[config.mk]
export PLATFORM = sky130hd
export DESIGN_NAME = opacc_drain
export DESIGN_NICKNAME = d
export VERILOG_FILES = /design/src/rtl/opacc_pkg.sv /design/src/rtl/opacc_drain.sv
export SDC_FILE = /design/constraint.sdc
export NUM_CORES = 1
export LEC_CHECK = 0
export ABC_AREA = 1
export CAP_MARGIN = 25
export CORE_MARGIN = 3
export CORE_UTILIZATION = 43
export CTS_BUF_LIST = sky130_fd_sc_hd__clkbuf_4 sky130_fd_sc_hd__clkbuf_8
export DETAILED_ROUTE_END_ITERATION = 8
export GPL_ROUTABILITY_DRIVEN = 0
export PLACE_DENSITY = 0.92
export SYNTH_ARGS = -nofsm -noshare
export SYNTH_HDL_FRONTEND = slang
export SYNTH_SLANG_ARGS = --single-unit
export TNS_END_PERCENT = 5
[constraint.sdc]
create_clock -name clk -period 1.7 [get_ports clk]
set_input_delay 0.425 -clock clk [delete_from_list [all_inputs] [get_ports clk]]
set_output_delay 0.425 -clock clk [all_outputs]
set_load 0.005 [all_outputs]
[src/rtl/opacc_pkg.sv]
// opacc_pkg: types and defaults shared by the outer-product accumulator slice.
//   XLEN_DEFAULT / VL_DEFAULT / ML_DEFAULT : default element width, elements
//                                            per row, rows in the accumulator
//   row_t         : one accumulator row at the default geometry
//   drain_state_e : read-out controller states
package opacc_pkg;

   localparam int XLEN_DEFAULT = 64;
   localparam int VL_DEFAULT   = 2;
   localparam int ML_DEFAULT   = 2;

   typedef logic [VL_DEFAULT-1:0][XLEN_DEFAULT-1:0] row_t;

   typedef enum logic {
      IDLE = 1'b0,
      SEND = 1'b1
   } drain_state_e;

endpackage

[src/rtl/opacc_drain.sv]
// opacc_drain: unloads the ml accumulator rows of opacc one row per transfer
// after an accumulation, presenting them on a valid/ready port.
//
// Ports
//   clk       in   rising-edge clock
//   reset     in   synchronous, active-low reset
//   start     in   drain request, only looked at in IDLE
//   vi_row    in   head row of the accumulator (opacc.vo_c)
//   shift_c   out  advance the accumulator by one row this cycle
//   busy      out  from the cycle after start is accepted through the done cycle
//   done      out  one-cycle pulse after the last row handshake
//   out_valid out  out_data holds a valid row
//   out_ready in   downstream accepts the row
//   out_data  out  registered row
//   out_idx   out  row index of out_data, 0 first
//   out_last  out  out_data is row ml-1
//   state_o   out  current controller state, for observation
//
// Handshake: a row transfers on a rising edge where out_valid and out_ready
// are both high. Once out_valid is raised, out_data/out_idx/out_last hold
// unchanged until that transfer; out_valid never drops without a transfer
// except on reset.
module opacc_drain
   import opacc_pkg::*;
#(
   parameter int XLEN = XLEN_DEFAULT,
   parameter int vl   = VL_DEFAULT,
   parameter int ml   = ML_DEFAULT,
   localparam int IW  = (ml > 1) ? $clog2(ml) : 1
) (
   input  logic                      clk,
   input  logic                      reset,
   input  logic                      start,
   input  logic [vl-1:0][XLEN-1:0]   vi_row,
   output logic                      shift_c,
   output logic                      busy,
   output logic                      done,
   output logic                      out_valid,
   input  logic                      out_ready,
   output logic [vl-1:0][XLEN-1:0]   out_data,
   output logic [IW-1:0]             out_idx,
   output logic                      out_last,
   output drain_state_e              state_o
);

   localparam logic [IW-1:0] LAST_IDX = IW'(ml - 1);

   drain_state_e              state_q,     state_d;
   logic [vl-1:0][XLEN-1:0]   out_data_q,  out_data_d;
   logic [IW-1:0]             out_idx_q,   out_idx_d;
   logic                      out_valid_q, out_valid_d;
   logic                      done_q,      done_d;
   logic                      busy_q,      busy_d;
   logic                      shift_raw;

   // Every shift of the accumulator coincides with a capture of its head row
   // into out_data, so each row is taken exactly once.
   always_comb begin
      state_d     = state_q;
      out_data_d  = out_data_q;
      out_idx_d   = out_idx_q;
      out_valid_d = out_valid_q;
      done_d      = 1'b0;
      shift_raw   = 1'b0;
      case (state_q)
         IDLE: begin
            out_valid_d = 1'b0;
            out_idx_d   = '0;
            if (start) begin
               out_data_d  = vi_row;
               shift_raw   = 1'b1;
               out_valid_d = 1'b1;
               state_d     = SEND;
            end
         end
         SEND: begin
            if (out_valid_q && out_ready) begin
               if (out_idx_q == LAST_IDX) begin
                  out_valid_d = 1'b0;
                  out_idx_d   = '0;
                  done_d      = 1'b1;
                  state_d     = IDLE;
               end else begin
                  out_data_d = vi_row;
                  shift_raw  = 1'b1;
                  out_idx_d  = out_idx_q + IW'(1);
               end
            end
         end
         default: state_d = IDLE;
      endcase
      // busy covers the whole SEND period plus the done cycle.
      busy_d = (state_d == SEND) || done_d;
   end

   // A reset cycle must not advance the accumulator.
   assign shift_c = shift_raw & reset;

   always_ff @(posedge clk) begin
      if (!reset) begin
         state_q     <= IDLE;
         out_data_q  <= '0;
         out_idx_q   <= '0;
         out_valid_q <= 1'b0;
         done_q      <= 1'b0;
         busy_q      <= 1'b0;
      end else begin
         state_q     <= state_d;
         out_data_q  <= out_data_d;
         out_idx_q   <= out_idx_d;
         out_valid_q <= out_valid_d;
         done_q      <= done_d;
         busy_q      <= busy_d;
      end
   end

   assign out_data  = out_data_q;
   assign out_idx   = out_idx_q;
   assign out_valid = out_valid_q;
   assign out_last  = out_valid_q && (out_idx_q == LAST_IDX);
   assign done      = done_q;
   assign busy      = busy_q;
   assign state_o   = state_q;

endmodule

* Yosys cells after proc, flatten, opt, wreduce, memory -nomap -nowiden
Index checks and enable logic that the tools add are counted.
Word-level totals: input port bits 132, register bits after elaboration 133
Cells by class: reductions and logical operators 5, add/sub/neg operators 1, muxes and demuxes 19, eq/ne operators 4, bitwise operators 2
Operators with widths (count):
- $mux W128 | 3
- $pmux W128 S2 | 1
- $mux W1 | 11
- $pmux W1 S2 | 4
- $ne A2 B1 Y1 const B | 2
- $ne A2 B2 Y1 const B | 2
- $reduce_and A3 Y1 | 1
- $logic_and A1 B1 Y1 | 2
- $reduce_and A2 Y1 | 1
- $add A1 B1 Y1 const B | 1
- $and A1 B1 Y1 | 1
- $logic_or A1 B1 Y1 | 1
- $not A1 Y1 | 1

* Longest topological paths before layout
Gate-level depths: netlist of run 1.
depth in word-level cells 4, depth in mapped cells 8, gate-level depth less buffers 6

* Least setup slack after synthesis of run 1
Ideal clock, no wire load.
kind register -> output, from reg state_q, in the netlist state_o, to out shift_c, arrival 1.056 ns, buffers on the path 2, data required time 1.275 ns, path slack 0.219 ns, stages on the path, launching flop included 7, path through dfxtp_1 inv_2 nand2_1 nand3_2 buf_4 buf_2 nor2_1
On the way: cells in the longest elaborated chain, start to end 3
RTL lines:
- start, declared | RTL line opacc_drain.sv:48 | drain_state_e state_q, state_d;
- start signal, assigned | RTL line opacc_drain.sv:108 | state_q <= state_d;
- $not A1 Y1
- $pmux W1 S2 (*) | RTL line opacc_drain.sv:65 | case (state_q)
- $and A1 B1 Y1 (*) | RTL line opacc_drain.sv:97 | assign shift_c = shift_raw & reset;
- end, declared | RTL line opacc_drain.sv:35 | output logic shift_c,
Every way passes the cells marked *; elsewhere a longest branch is shown, timed or not.

* Worst setup path in the final report of run 1
from reg out_valid_q, in the netlist out_valid, to out shift_c
On the way: cells in the longest elaborated chain, start to end 4
RTL lines:
- start, declared | RTL line opacc_drain.sv:51 | logic out_valid_q, out_valid_d;
- start signal, assigned | RTL line opacc_drain.sv:111 | out_valid_q <= out_valid_d;
- $logic_and A1 B1 Y1 | RTL line opacc_drain.sv:77 | if (out_valid_q && out_ready) begin
- $mux W1 | RTL line opacc_drain.sv:77
- $pmux W1 S2 | RTL line opacc_drain.sv:65
- $and A1 B1 Y1 | RTL line opacc_drain.sv:97
Every way passes these cells.

==> results of run 1 <==
## sequential cells by signal, indices dropped and copies added, names as in the netlist
register,count
out_idx,1
busy,1
out_valid,1
state_o,1
out_data,128
done,1
## cell usage after synthesis, drive strengths merged
cell	count	area (µm²)
dfxtp	133	2663
inv	133	499.2
nand3	131	660.6
clkbuf	2	7.510
nand2	137	516.8
buf	55	429.2
nor3	1	5.000
a21oi	2	10.01
nor2	261	1010
## area by class of cell
type                    instances  share of cell area, %
repair buffers                285                  31.28
inverters                     133                  5.744
clock buffers                  23                  3.354
flip-flops and latches        133                  30.82
well taps                     172                  2.476
multi-input cells             532                  25.68
clock inverters                 6                 0.6335
## tightest hold or removal path, cell delays in order
cell and delay, ns:
buf_4 0.12, inv_1 0.11, a21oi_1 0.06
## metrics by stage
stage | util, % | hold WS [ns]
after floorplan | - | 0.5051
after global placement | 65.61 | 0.5226
after detailed placement | 65.61 | 0.5266
after CTS | 67.08 | 0.2967
after global routing | 67.23 | 0.3312
final | 67.23 | 0.3621
## what timing repair did
action / CTS / global route
setup endpoints to repair: 135 / 2
gates cloned: 0 / 0
endpoints found under the hold margin: 0 / 0
buffers inserted: 0 / 1
gates resized for setup: 150 / 8
pin swaps: 0 / 3
## power by group through the flow
stage,Clock [W],Sequential [W],Combinational (W)
2_1_floorplan,0,0.00371,0.00103
3_3_place_gp,0,0.00367,0.00221
3_5_place_dp,0,0.00369,0.00225
4_1_cts,0.00246,0.00361,0.00205
5_1_grt,0.00258,0.00365,0.00228
6_report,0.00238,0.00361,0.00203
## logic make-up (layout without fill, tap and decap cells)
| group | Yosys count | after routing | synth area share [%] |
|---|---|---|---|
| simple gates | 530 | 530 | 37.79 |
| flops | 133 | 133 | 45.90 |
| buf+inv | 190 | 447 | 16.13 |
| compound gates | 2 | 2 | 0.1726 |
## worst max-delay path by stage
stage	start	to	slack [ns]	depth (start not counted)
global route	out_valid	shift_c	-0.05	5
detailed placement	start	shift_c	-0.48	6
floorplan	state_o	shift_c	0.22	6
CTS	start	shift_c	-0.06	6
finish	out_valid	shift_c	0.05	5
global placement	start	shift_c	-0.46	6
## per-layer routing
layer	vias to the layer above	routed length [µm]	global-route usage, %
li1	3023	-	-
met1	2601	6406	25.09
met2	238	8668	38.92
met3	28	1677	8.635
met4	0	354	7.908
met5	-	0	0
==> impl_metrics.env, run 1 <==
export IMPL_fin_ws_ns=0.05396
export IMPL_clkTransAtPathRegs_ns=0.07
export IMPL_clockRootBuffer="clkbuf_8"
export IMPL_setup_violations=0
export IMPL_fin_crit_ns=1.646
export IMPL_seq_area_frac_synth_pct=45.90
export IMPL_drive_gt1_share_pct=7.374
export IMPL_power_switching_w=0.002285
export IMPL_p_comb_share_pct=25.3
export IMPL_ios=267
export IMPL_num_antenna_cells=0
export IMPL_synth_area_um2=5801
export IMPL_cp_slowest_cell="dfxtp_2"
export IMPL_maxSlewHeadroom_pct=62.03
export IMPL_grt_overflow=0
export IMPL_nFillCells=1146
export IMPL_avgSynthCellArea_um2=6.784
export IMPL_hold_start="reset"
export IMPL_num_vias=5890
export IMPL_dp_cells=1254
export IMPL_multiInputGateArea_um2=2232
export IMPL_ys_seq_elements=133
export IMPL_htree_num_levels=4
export IMPL_cts_max_path_buffers=2
export IMPL_port_buffers=266
export IMPL_die_y_um=122.1
export IMPL_hold_viol=0
export IMPL_clkPwrFrac_pct=29.7
export IMPL_worstHoldPathCells=3
export IMPL_drv_slew=0
export IMPL_path_cells="nand2_2 -> nand2_2 -> nand3_4 -> nor2_2 -> buf_2"
export IMPL_grt_pass1_wl_um=26540
export IMPL_synth_distinct_cells=16
export IMPL_p_sw_share_pct=28.48
export IMPL_cts_sinks=133
export IMPL_tns_ns=0
export IMPL_antenna_left=0
export IMPL_fmaxAchievable_mhz=607.5
export IMPL_crit_required_ns=1.27
export IMPL_crit_family="flip-flops"
export IMPL_worst_path_max_fanout=2
export IMPL_die_w_um=122.1
export IMPL_cp_buffers_inverters=1
export IMPL_outcome="finished, final reports clean"
export IMPL_min_period_over_period_pct=96.83
export IMPL_maxCapViolCount=0
export IMPL_core_region_area_um2=12930
export IMPL_r2r_setup_slack_ns=0.23
export IMPL_instances_no_fill=1284
export IMPL_leakagePower_nw=4.627
export IMPL_grt_pass1_vias=5489
export IMPL_final_cell_area_um2=8691
export IMPL_ir_worst_vdd_mv=0.5525
export IMPL_rsz0062_at_grt="yes"
export IMPL_cts_tree="done"
export IMPL_syn2layout_area_growth_pct=49.83
export IMPL_power_total_w=0.008022
export IMPL_syn_inst=855
export IMPL_rows=41
export IMPL_hold_end="busy"
export IMPL_final_common_cell="nor2_1"
export IMPL_critPathArrivalTime_ns=1.22
export IMPL_hpwl_um=11730
export IMPL_clk_latency_ns=0.42
export IMPL_crit_type="flop to output pin"
export IMPL_cpMostUsedCell="nand2_2"
export IMPL_wl_per_cell_um=13.32
export IMPL_die_area_um2=14920
export IMPL_layout_nets=1234
export IMPL_layout_common_cells="248 x nor2_1, 133 x dlygate4sd2_1, 132 x nand2_1, 132 x inv_1, 130 x nand3_1"
export IMPL_final_seq_area_um2=2679
export IMPL_skew_ns=0.009952
export IMPL_initial_utilization_pct=44.87
export IMPL_syn_num_nets=987
export IMPL_ctsHoldBuffers=0
export IMPL_r2r_end="out_data[35]"
export IMPL_p_int_w=0.005737
export IMPL_seqPwrFrac_pct=45.0
export IMPL_numCtsBuffers=17
export IMPL_dr_pass1_iters=5
export IMPL_reg2regPathDepth=7
export IMPL_timing_rr_start="out_valid"
export IMPL_powerDensity_nw_per_um2=923.1
export IMPL_place_ws_ns=-0.4831
export IMPL_antenna_found_initial=0
export IMPL_drt_initial_drc_count=410
export IMPL_slowest_delay_ns=0.35
export IMPL_critPathLaunchType="flop"
export IMPL_drc=0
export IMPL_vias_per_cell=4.587
export IMPL_ys_warn_count=0
export IMPL_hp_class="primary input to flop"
export IMPL_tightestPinTransition_ns=0.5696
export IMPL_grt_start_max_net_pins=131
export IMPL_endpoint_kind="output pin"
export IMPL_routed_wl_um=17110
export IMPL_post_dp_cell_area_um2=8482
export IMPL_grtUsageTotal_pct=22.43
(Power assumes the default switching activity.)
==> inputs of run 2 (changes only) <==
--- a/config.mk
+++ b/config.mk
@@ -13,6 +13,7 @@
 export DETAILED_ROUTE_END_ITERATION = 8
 export GPL_ROUTABILITY_DRIVEN = 0
 export PLACE_DENSITY = 0.92
+export SLEW_MARGIN = 20
 export SYNTH_ARGS = -nofsm -noshare
 export SYNTH_HDL_FRONTEND = slang
 export SYNTH_SLANG_ARGS = --single-unit
==> results of run 2 <==
Same layout as run 1: the final DEF is identical, and so are final timing and power.
